[src/rtl/imem_pkg.sv]
// Shared types and constants for the instruction-memory port arbiter.
// Holds the response record, the slot state encoding and the alignment helper.
package imem_pkg;

  localparam int WORD_BYTES = 4;
  localparam int PORT_FETCH = 0;
  localparam int PORT_DBG   = 1;

  localparam logic [1:0] ALIGN_MASK = 2'(WORD_BYTES - 1);

  typedef struct packed {
    logic [31:0] data;
    logic        err;
  } rsp_t;

  typedef enum logic {
    SLOT_EMPTY = 1'b0,
    SLOT_FULL  = 1'b1
  } slot_st_e;

  function automatic logic misaligned(
    input logic [1:0] lsb
  );
    return (lsb & ALIGN_MASK) != 2'b00;
  endfunction

endpackage

[src/rtl/imem_port_arbiter_if.sv]
// Bundle of both requester channels plus the memory read port.
// The master side is the requesters and memory; the slave side is the arbiter.
interface imem_port_arbiter_if #(
  parameter int N = 7
);

  logic         req0_valid;
  logic [N-1:0] req0_addr;
  logic         req0_ready;
  logic         rsp0_valid;
  logic         rsp0_ready;
  logic [31:0]  rsp0_data;
  logic         rsp0_err;

  logic         req1_valid;
  logic [N-1:0] req1_addr;
  logic         req1_ready;
  logic         rsp1_valid;
  logic         rsp1_ready;
  logic [31:0]  rsp1_data;
  logic         rsp1_err;

  logic [N-1:0] mem_addr;
  logic [31:0]  mem_rd;

  modport master (
    output req0_valid,
    output req0_addr,
    output rsp0_ready,
    output req1_valid,
    output req1_addr,
    output rsp1_ready,
    output mem_rd,
    input  req0_ready,
    input  rsp0_valid,
    input  rsp0_data,
    input  rsp0_err,
    input  req1_ready,
    input  rsp1_valid,
    input  rsp1_data,
    input  rsp1_err,
    input  mem_addr
  );

  modport slave (
    input  req0_valid,
    input  req0_addr,
    input  rsp0_ready,
    input  req1_valid,
    input  req1_addr,
    input  rsp1_ready,
    input  mem_rd,
    output req0_ready,
    output rsp0_valid,
    output rsp0_data,
    output rsp0_err,
    output req1_ready,
    output rsp1_valid,
    output rsp1_data,
    output rsp1_err,
    output mem_addr
  );

endinterface

[src/rtl/imem_rsp_slot.sv]
// One-entry valid/ready response register for one arbiter port.
// A load while full overwrites in place, so drain-and-refill has no bubble.
module imem_rsp_slot
  import imem_pkg::*;
(
  input  logic        clk,
  input  logic        rst_n,
  input  logic        load_i,
  input  logic [31:0] load_data_i,
  input  logic        load_err_i,
  input  logic        rsp_ready_i,
  output logic        rsp_valid_o,
  output rsp_t        rsp_o
);

  slot_st_e st_q;
  rsp_t     rsp_q;

  always_ff @(posedge clk or negedge rst_n) begin
    if (!rst_n) begin
      st_q  <= SLOT_EMPTY;
      rsp_q <= '0;
    end else begin
      unique case (st_q)
        SLOT_EMPTY: begin
          if (load_i) begin
            st_q  <= SLOT_FULL;
            rsp_q <= '{data: load_data_i, err: load_err_i};
          end
        end
        SLOT_FULL: begin
          if (load_i) begin
            rsp_q <= '{data: load_data_i, err: load_err_i};
          end else if (rsp_ready_i) begin
            st_q <= SLOT_EMPTY;
          end
        end
        default: st_q <= SLOT_EMPTY;
      endcase
    end
  end

  assign rsp_valid_o = (st_q == SLOT_FULL);
  assign rsp_o       = rsp_q;

endmodule

[src/rtl/imem_port_arbiter.sv]
// Two-port arbiter sharing one combinational imem read port, one-cycle latency.
// Define IMEM_ARB_RR_EN for round-robin ties; otherwise fetch wins every tie.
module imem_port_arbiter
  import imem_pkg::*;
#(
  parameter int N = 7
) (
  input logic clk,
  input logic rst_n,
  imem_port_arbiter_if.slave bus
);

  logic [1:0]   valid;
  logic [1:0]   rdy;
  logic [1:0]   full;
  logic [1:0]   elig;
  logic [1:0]   grant;
  logic         tie_to_dbg;
  logic [N-1:0] addr0;
  logic [N-1:0] addr1;
  logic [N-1:0] mem_addr;
  logic         ld_err;
  rsp_t         rsp0;
  rsp_t         rsp1;

  assign valid = {bus.req1_valid, bus.req0_valid};
  assign rdy   = {bus.rsp1_ready, bus.rsp0_ready};
  assign addr0 = bus.req0_addr;
  assign addr1 = bus.req1_addr;

  // A full slot is eligible only if it drains this same cycle.
  assign elig = valid & (~full | rdy);

`ifdef IMEM_ARB_RR_EN
  logic last_grant_q;
  logic last_grant_d;

  assign tie_to_dbg = (last_grant_q == 1'(PORT_FETCH));

  always_comb begin
    last_grant_d = last_grant_q;
    if (grant[PORT_DBG]) begin
      last_grant_d = 1'(PORT_DBG);
    end else if (grant[PORT_FETCH]) begin
      last_grant_d = 1'(PORT_FETCH);
    end
  end

  always_ff @(posedge clk or negedge rst_n) begin
    if (!rst_n) begin
      last_grant_q <= 1'(PORT_DBG);
    end else begin
      last_grant_q <= last_grant_d;
    end
  end
`else
  assign tie_to_dbg = 1'b0;
`endif

  always_comb begin
    grant = '0;
    if (rst_n) begin
      unique case (1'b1)
        (elig == 2'b11): begin
          if (tie_to_dbg) grant[PORT_DBG] = 1'b1;
          else grant[PORT_FETCH] = 1'b1;
        end
        (elig == 2'b01): grant[PORT_FETCH] = 1'b1;
        (elig == 2'b10): grant[PORT_DBG] = 1'b1;
        default: grant = '0;
      endcase
    end
  end

  assign mem_addr = grant[PORT_DBG] ? addr1 : addr0;
  assign ld_err   = misaligned(mem_addr[1:0]);

  imem_rsp_slot u_slot0 (
    .clk        (clk),
    .rst_n      (rst_n),
    .load_i     (grant[PORT_FETCH]),
    .load_data_i(bus.mem_rd),
    .load_err_i (ld_err),
    .rsp_ready_i(bus.rsp0_ready),
    .rsp_valid_o(full[PORT_FETCH]),
    .rsp_o      (rsp0)
  );

  imem_rsp_slot u_slot1 (
    .clk        (clk),
    .rst_n      (rst_n),
    .load_i     (grant[PORT_DBG]),
    .load_data_i(bus.mem_rd),
    .load_err_i (ld_err),
    .rsp_ready_i(bus.rsp1_ready),
    .rsp_valid_o(full[PORT_DBG]),
    .rsp_o      (rsp1)
  );

  assign bus.mem_addr   = mem_addr;
  assign bus.req0_ready = grant[PORT_FETCH];
  assign bus.req1_ready = grant[PORT_DBG];
  assign bus.rsp0_valid = full[PORT_FETCH];
  assign bus.rsp0_data  = rsp0.data;
  assign bus.rsp0_err   = rsp0.err;
  assign bus.rsp1_valid = full[PORT_DBG];
  assign bus.rsp1_data  = rsp1.data;
  assign bus.rsp1_err   = rsp1.err;

endmodule

[src/flat_wrapper.sv]
// flat-port wrapper written by rule: the top's interface ports become plain ports
module imem_port_arbiter_flat import imem_pkg::*;
#(
  parameter int N = 7
)
  (clk, rst_n, bus_req0_valid, bus_req0_addr, bus_rsp0_ready, bus_req1_valid, bus_req1_addr, bus_rsp1_ready, bus_mem_rd, bus_req0_ready, bus_rsp0_valid, bus_rsp0_data, bus_rsp0_err, bus_req1_ready, bus_rsp1_valid, bus_rsp1_data, bus_rsp1_err, bus_mem_addr);
  imem_port_arbiter_if #(.N(N)) bus_i ();
  input logic clk;
  input logic rst_n;
  input wire logic [$bits(bus_i.req0_valid)-1:0] bus_req0_valid;
  input wire logic [$bits(bus_i.req0_addr)-1:0] bus_req0_addr;
  input wire logic [$bits(bus_i.rsp0_ready)-1:0] bus_rsp0_ready;
  input wire logic [$bits(bus_i.req1_valid)-1:0] bus_req1_valid;
  input wire logic [$bits(bus_i.req1_addr)-1:0] bus_req1_addr;
  input wire logic [$bits(bus_i.rsp1_ready)-1:0] bus_rsp1_ready;
  input wire logic [$bits(bus_i.mem_rd)-1:0] bus_mem_rd;
  output wire logic [$bits(bus_i.req0_ready)-1:0] bus_req0_ready;
  output wire logic [$bits(bus_i.rsp0_valid)-1:0] bus_rsp0_valid;
  output wire logic [$bits(bus_i.rsp0_data)-1:0] bus_rsp0_data;
  output wire logic [$bits(bus_i.rsp0_err)-1:0] bus_rsp0_err;
  output wire logic [$bits(bus_i.req1_ready)-1:0] bus_req1_ready;
  output wire logic [$bits(bus_i.rsp1_valid)-1:0] bus_rsp1_valid;
  output wire logic [$bits(bus_i.rsp1_data)-1:0] bus_rsp1_data;
  output wire logic [$bits(bus_i.rsp1_err)-1:0] bus_rsp1_err;
  output wire logic [$bits(bus_i.mem_addr)-1:0] bus_mem_addr;
  assign bus_i.req0_valid = bus_req0_valid;
  assign bus_i.req0_addr = bus_req0_addr;
  assign bus_i.rsp0_ready = bus_rsp0_ready;
  assign bus_i.req1_valid = bus_req1_valid;
  assign bus_i.req1_addr = bus_req1_addr;
  assign bus_i.rsp1_ready = bus_rsp1_ready;
  assign bus_i.mem_rd = bus_mem_rd;
  assign bus_req0_ready = bus_i.req0_ready;
  assign bus_rsp0_valid = bus_i.rsp0_valid;
  assign bus_rsp0_data = bus_i.rsp0_data;
  assign bus_rsp0_err = bus_i.rsp0_err;
  assign bus_req1_ready = bus_i.req1_ready;
  assign bus_rsp1_valid = bus_i.rsp1_valid;
  assign bus_rsp1_data = bus_i.rsp1_data;
  assign bus_rsp1_err = bus_i.rsp1_err;
  assign bus_mem_addr = bus_i.mem_addr;
  imem_port_arbiter #(.N(N)) u_core (.clk(clk), .rst_n(rst_n), .bus(bus_i));
endmodule
[config.mk]
export PLATFORM = sky130hd
export DESIGN_NAME = imem_port_arbiter_flat
export DESIGN_NICKNAME = d
export VERILOG_FILES = /design/src/rtl/imem_pkg.sv /design/src/rtl/imem_port_arbiter_if.sv /design/src/rtl/imem_rsp_slot.sv /design/src/rtl/imem_port_arbiter.sv /design/src/flat_wrapper.sv
export SDC_FILE = /design/constraint.sdc
export NUM_CORES = 1
export LEC_CHECK = 0
export ABC_AREA = 0
export CORE_MARGIN = 2
export CORE_UTILIZATION = 30
export DETAILED_ROUTE_END_ITERATION = 16
export PLACE_DENSITY = 0.72
export SLEW_MARGIN = 20
export SYNTH_ARGS = -nofsm -noshare
export SYNTH_HDL_FRONTEND = slang
export SYNTH_HIERARCHICAL = 1
export SYNTH_SLANG_ARGS = --single-unit
[constraint.sdc]
create_clock -name clk -period 2 [get_ports clk]
set_input_delay 0.4 -clock clk [delete_from_list [all_inputs] [get_ports clk]]
set_output_delay 0.4 -clock clk [all_outputs]
set_load 0.03 [all_outputs]
==> out/qor.yml, run 1 <==
run_status:
  status: "complete, but fails checks"
  violations: "setup timing"
critical_path:
  worstPathRequired_ns: 1.60
  setup.worst_path.end_class: "output port"
  cp_top_family: "flip-flops"
  critical_path.startpoint_type: "flip-flop"
  cp_data_arrival_time_ns: 1.70
  cp_cell_sequence: "a221oi_4 > buf_6 > mux2_4 > buf_6"
  path_class: "reg -> out"
  max_stage_delay_ns: 0.43
  crit_path_frequent_cell: "buf_6"
  cp_num_buf_inv: 2
  worstPathMaxFanout: 5
  cp_slowest_cell: "dfrtp_2"
floorplan:
  start_util_pct: 30.76
  ios: 129
  die_w_um: 103.7
  core_area_um2: 9684
  dieArea_um2: 10740
  die_y_um: 103.7
  rows: 36
sta:
  setup_ws_ns: -0.1027
  fin_tns_setup_ns: -0.6760
  maxSlewViolCount: 0
  hold_violations: 0
  fin_skew_ns: 0.01010
  period_share_pct: 105.1
  max_freq_mhz: 475.6
  worst_pin_slew_ns: 0.8426
  setup_viol: 7
  period_minus_slack_ns: 2.103
  relSlewSlack_pct: 43.83
  rsz0062_at_grt: "yes"
detailed_routing:
  dr_total_vias: 1880
  via_per_inst: 4.234
  first_iter_violations: 26
  drtPass1Iterations: 3
  routed_wl_um: 6642
  ant_nets: 0
  post_drt_wl_per_cell_um: 14.96
  drc: 0
placed_design:
  dpl.hpwl_um: 4567
  finalWeightedCongestion: 0.7237
  pre_cts_ws_ns: -0.7734
  port_buffers: 128
synthesis:
  synth-edff-count: 0
  synth_top_area_cell: "dfrtp_1"
  syn_nets: 213
  netlist_area_um2: 2979
  synth_cells: 161
  post-synth-top-count-cell: "dfrtp_1"
  synth_top_family_by_area: "multiplexers"
  yosysSeqAreaShare_pct: 57.12
  synth_warnings: 6
  ys_ff_latch: 68
  async_flop_share_pct: 100.0
  synthDistinctLibCells: 13
  synth_area_leaders: "dfrtp_1, mux2_4, mux2_2, buf_12, a221oi_4"
  synthSimpleGateAreaFrac_pct: 1.092
  synth_common_cells: "dfrtp_1, mux2_4, mux2_2"
  synth-compound-area-share_pct: 1.386
  synth_fa_ha_area_share_pct: 0
  synth_mux_area_share_pct: 35.24
  synth_top_area_share_pct: 57.12
  synth.avg_cell_area_um2: 18.50
  synth_ff_type: "dfrtp_1"
  yosys.area_share.xor_xnor_pct: 0
global_routing:
  overflow: 0
  antenna_found_initial: 0
  grt_pass1_vias: 2028
  grt_pass1_wl_um: 10710
  grt_max_degree: 69
  grt_use_total_pct: 12.60
clocking:
  clock_sinks: 68
  cts_root_buffer: "clkbuf_8"
  cts_tree: "yes"
  htreeDepth: 3
  path_clk_slew_ns: 0.07
  clockBufferDepth: 2
  clk_latency_ns: 0.33
  cts_buffers: 9
power_and_ir_drop:
  pwr-share-clk_pct: 22.3
  switching_share_pct: 33.11
  pwr-share-seq_pct: 38.0
  p_sw_mw: 1.595
  finalPower_mw: 4.818
  peakVddDrop_v: 0.0003921
  intPower_mw: 3.222
  p_leak_nw: 2.051
  power_density_nw_per_um2: 1039
  share_comb_of_total_power_pct: 39.8
cells_and_area:
  area_growth_pct: 55.69
  antenna-diode-count: 0
  utilization_pct: 47.89
  drive_gt1_share_pct: 37.94
  nets: 358
run:
  drv_cap: 0
min_path:
  hold_path_class: "in -> async"
## state kept, by name (all words and copies together) (netlist names)
register                    cells
u_core/u_slot1/rsp_valid_o      1
u_core/u_slot0/rsp_valid_o      1
u_core/u_slot0/rsp_o           33
u_core/u_slot1/rsp_o           33
## what timing repair did
action / in CTS / in global routing
setup buffers: 4 / 1
gates resized for setup: 58 / 2
setup endpoints to repair: 8 / 8
cloned: 1 / 0
pin swaps: 1 / 1
hold buffers: 0 / 0
## path summary, 6_finish.rpt
| check | startpoint | endpoint | slack (ns) | cells after the start |
|---|---|---|---|---|
| setup / recovery | u_core/u_slot1/rsp_valid_o | bus_mem_addr[2] | -0.10 | 4 |
| hold / removal | rst_n | u_core/u_slot0/rsp_valid_o | 0.46 | 3 |
| setup reg to reg | u_core/u_slot1/rsp_valid_o | u_core/u_slot0/rsp_o[0] | 0.17 | 6 |
| hold reg to reg | u_core/u_slot0/rsp_o[1] | u_core/u_slot0/rsp_o[1] | 0.51 | 1 |
| max in group asynchronous | rst_n | u_core/u_slot1/rsp_valid_o | 0.97 | 3 |
| min in group clk | bus_rsp0_ready | u_core/u_slot0/rsp_valid_o | 0.49 | 3 |
## cell type report
| class | instances | area (µm²) |
|---|---|---|
| timing repair buffer | 142 | 1420 |
| clock inverter | 5 | 52.55 |
| fill | 846 | 5046 |
| sequential | 68 | 1704 |
| multi-input combinational | 82 | 1152 |
| tap | 133 | 166.4 |
| inverter | 3 | 11.26 |
| clock buffer | 11 | 131.4 |
## placed cells by master, fill, tap and decap left out, types with 3 or more instances in the layout
master	n
mux2_4	65
buf_6	11
dfrtp_1	66
mux2_2	8
buf_4	10
clkinv_2	3
clkdlybuf4s50_1	114
clkbuf_8	9
dlygate4sd2_1	4
## cell families (layout without fill, tap and decap cells)
| logic type | after synthesis | in the layout |
|---|---|---|
| simple gates | 5 | 5 |
| flops | 68 | 68 |
| buf+inv | 11 | 161 |
| compound gates | 3 | 3 |
| mux | 74 | 74 |
## power by group through the flow
| stage | clock network, mW | logic (mW) | registers (mW) |
|---|---|---|---|
| 2_1_floorplan | 0 | 0.535 | 2.41 |
| 3_3_place_gp | 0 | 1.90 | 1.85 |
| 3_5_place_dp | 0 | 1.92 | 1.85 |
| 4_1_cts | 1.14 | 1.94 | 1.83 |
| 5_1_grt | 1.20 | 2.00 | 1.87 |
| 6_report | 1.07 | 1.92 | 1.83 |
## through the flow
step                std cells  cell area [µm²]  hold slack [ns]
finish                    444             4638           0.4565
global route              444             4638           0.4741
CTS                       446             4678           0.4633
detailed placement        425             4423           0.4920
global placement          425             4423           0.4930
floorplan                 161             3008           0.1044
## routing by layer
layer  global-route usage (%)  vias up  part of all wire, %
met5                        0        -                    0
met4                    3.185        0                 0.99
met3                    5.664        8                  8.1
met2                    18.21       92                   44
met1                    17.21      928                   47
li1                         -      852                    -
## worst register-to-register path, delay by kind of cell (launching register included)
family | cells | cell delay [ns]
DFF | 1 | 0.43
AOI/OAI and AO/OA | 1 | 0.32
buffers and inverters | 3 | 0.55
muxes | 2 | 0.42
(Power assumes the default switching activity.)
==> inputs of run 2 (changes only) <==
--- a/config.mk
+++ b/config.mk
@@ -6,6 +6,7 @@
 export NUM_CORES = 1
 export LEC_CHECK = 0
 export ABC_AREA = 0
+export ABC_CLOCK_PERIOD_IN_PS = 2000
 export CORE_MARGIN = 2
 export CORE_UTILIZATION = 30
 export DETAILED_ROUTE_END_ITERATION = 16
==> constraint.sdc (replaced) <==
create_clock -name clk -period 2 [get_ports clk]
set_input_delay 0.5 -clock clk [delete_from_list [all_inputs] [get_ports clk]]
set_output_delay 0.5 -clock clk [all_outputs]
set_load 0.03 [all_outputs]
==> run 2 against run 1 <==
Compared with the run above:
- the run still ends with setup timing left
- die area did not move
- total power rose by 3.6%
- clock power up 15%
- sequential share of layout area fell by 0.84 points
- maximum frequency fell by 5.3%
- final area increased by 2.2%
- cell count rose by 0.23%
- combinational power about the same
- largest cell class unchanged
- largest power group unchanged
- highest routed layer unchanged
==> out/qor.yml, run 2 (same netlist as run 1, synthesis figures left out) <==
detailed_routing:
  ant_nets: 0  # unchanged
  post_drt_wl_per_cell_um: 15.37  # +2.7%
  via_per_inst: 4.270  # +0.84%
  first_iter_violations: 39  # +50%
  dr_total_vias: 1900  # +1.1%
  drc: 0  # unchanged
  routed_wl_um: 6840  # +3.0%
  drtPass1Iterations: 4  # +1
placed_design:
  pre_cts_ws_ns: -0.9800  # -0.2066 ns
  port_buffers: 128  # unchanged
  dpl.hpwl_um: 4589  # +0.48%
  dp.cells: 423  # -0.47%
  finalWeightedCongestion: 0.6898  # -4.7%
  postPlaceCellArea_um2: 4379  # -0.99%
run_status:
  violations: "setup timing"
  status: "complete, but fails checks"
sta:
  period_minus_slack_ns: 2.220  # +0.1173 ns
  fin_tns_setup_ns: -1.696  # -1.020 ns
  maxSlewViolCount: 0  # unchanged
  hold_slack_ns: 0.1977  # -0.2587 ns
  setup_viol: 8  # +1
  period_share_pct: 111.0  # +5.9 points
  relSlewSlack_pct: 69.58  # +26 points
  setup_ws_ns: -0.2201  # -0.1173 ns
  max_freq_mhz: 450.4  # -5.3%
  fin_skew_ns: 0.008679  # -0.001418 ns
  hold_violations: 0  # unchanged
  rsz0062_at_grt: "yes"
  worst_pin_slew_ns: 0.4564  # -0.3862 ns
run:
  drv_cap: 0  # unchanged
clocking:
  cts_buffers: 9  # unchanged
  clockBufferDepth: 2  # unchanged
  cts_root_buffer: "clkbuf_8"
  clk_latency_ns: 0.33  # about the same
  clock_sinks: 68  # unchanged
  path_clk_slew_ns: 0.07  # about the same
  hold_buffers: 0  # unchanged
  htreeDepth: 3  # unchanged
  cts_tree: "yes"
global_routing:
  grt_max_degree: 36  # -48%
  overflow: 0  # unchanged
  grt_pass1_vias: 2164  # +6.7%
  antenna_found_initial: 0  # unchanged
  grt_pass1_wl_um: 11180  # +4.4%
  grt_use_total_pct: 13.21  # +0.61 points
cells_and_area:
  multiInputGateArea_um2: 1152  # unchanged
  final_cell_mix: "clkdlybuf4s50_1, dfrtp_1, mux2_4"
  stdcell_area_um2: 4740  # +2.2%
  antenna-diode-count: 0  # unchanged
  fin_cells: 445  # +0.23%
  area_growth_pct: 59.09
  regArea_um2: 1702  # -0.15%
  n_fill_cell: 860  # +1.7%
  drive_gt1_share_pct: 38.14  # +0.20 points
  nets: 359  # +0.28%
  layout_commonest_cell: "clkdlybuf4s50_1"
  utilization_pct: 48.94  # +1.0 points
floorplan:
  die_w_um: 103.7  # unchanged
  ios: 129  # unchanged
  core_area_um2: 9684  # unchanged
  die_y_um: 103.7  # unchanged
  rows: 36  # unchanged
  start_util_pct: 30.76  # unchanged
  dieArea_um2: 10740  # unchanged
power_and_ir_drop:
  p_leak_nw: 2.102  # +2.5%
  power_density_nw_per_um2: 1053  # +1.4%
  peakVddDrop_v: 0.0004300  # +9.7%
  finalPower_mw: 4.990  # +3.6%
critical_path:
  worstPathRequired_ns: 1.50  # -0.10 ns
  worstPathMaxFanout: 8  # +3
  setup.worst_path.end_class: "output port"
  path_class: "in -> out"
  r2r_setup_slack_ns: 0.11  # -0.06 ns
  r2r-start: "u_core/u_slot1/rsp_valid_o"
  r2r-end: "u_core/u_slot0/rsp_o[0]"
  cp_data_arrival_time_ns: 1.72  # +0.02 ns
  ff2ff_path_depth: 8  # +2
  critical_path.startpoint_type: "input pin"
min_path:
  hold_path_class: "in -> async"
run 2: report_power, final:
group	switching (mW)	internal (mW)	total, mW
Combinational	0.928	1.01	1.93
Sequential	0.166	1.66	1.83
Clock	0.528	0.702	1.23
run 2: cell type report:
type                       count  share of cell area [%]
tap                          133                   3.511
inverter                       3                  0.2376
timing repair buffer         143                   31.47
clock buffer                  10                   2.693
clock inverter                 6                   1.874
sequential                    68                   35.90
multi-input combinational     82                   24.31
run 2: what timing repair did:
| item | 4_1_cts | 5_1_grt |
|---|---|---|
| pin swaps | 2 | 1 |
| buffers inserted | 5 | 0 |
| gates resized for setup | 77 | 1 |
| endpoints found under the setup margin | 43 | 11 |
| cloned | 1 | 0 |
run 2: worst max-delay path by stage:
stage / from / to / slack, ns
floorplan: bus_rsp0_ready / bus_mem_addr[0] / -0.26
global placement: bus_rsp1_ready / bus_mem_addr[0] / -0.96
detailed placement: bus_rsp1_ready / bus_mem_addr[3] / -0.98
CTS: u_core/u_slot0/rsp_valid_o / bus_mem_addr[1] / -0.25
global route: u_core/u_slot1/rsp_valid_o / bus_mem_addr[0] / -0.27
finish: bus_rsp1_ready / bus_mem_addr[4] / -0.22
run 2: layer usage:
| layer | vias up | global-route usage, % | wire length [µm] |
|---|---|---|---|
| li1 | 857 | - | - |
| met1 | 955 | 16.65 | 3021 |
| met2 | 82 | 20.96 | 3237 |
| met3 | 6 | 4.846 | 502 |
| met4 | 0 | 4.633 | 80 |
| met5 | - | 0 | 0 |
run 2: critical path, cell delays in order:
cell	delay [ns]
dlygate4sd2_1	0.23
inv_2	0.05
a221oi_4	0.31
buf_12	0.17
mux2_4	0.30
buf_6	0.14
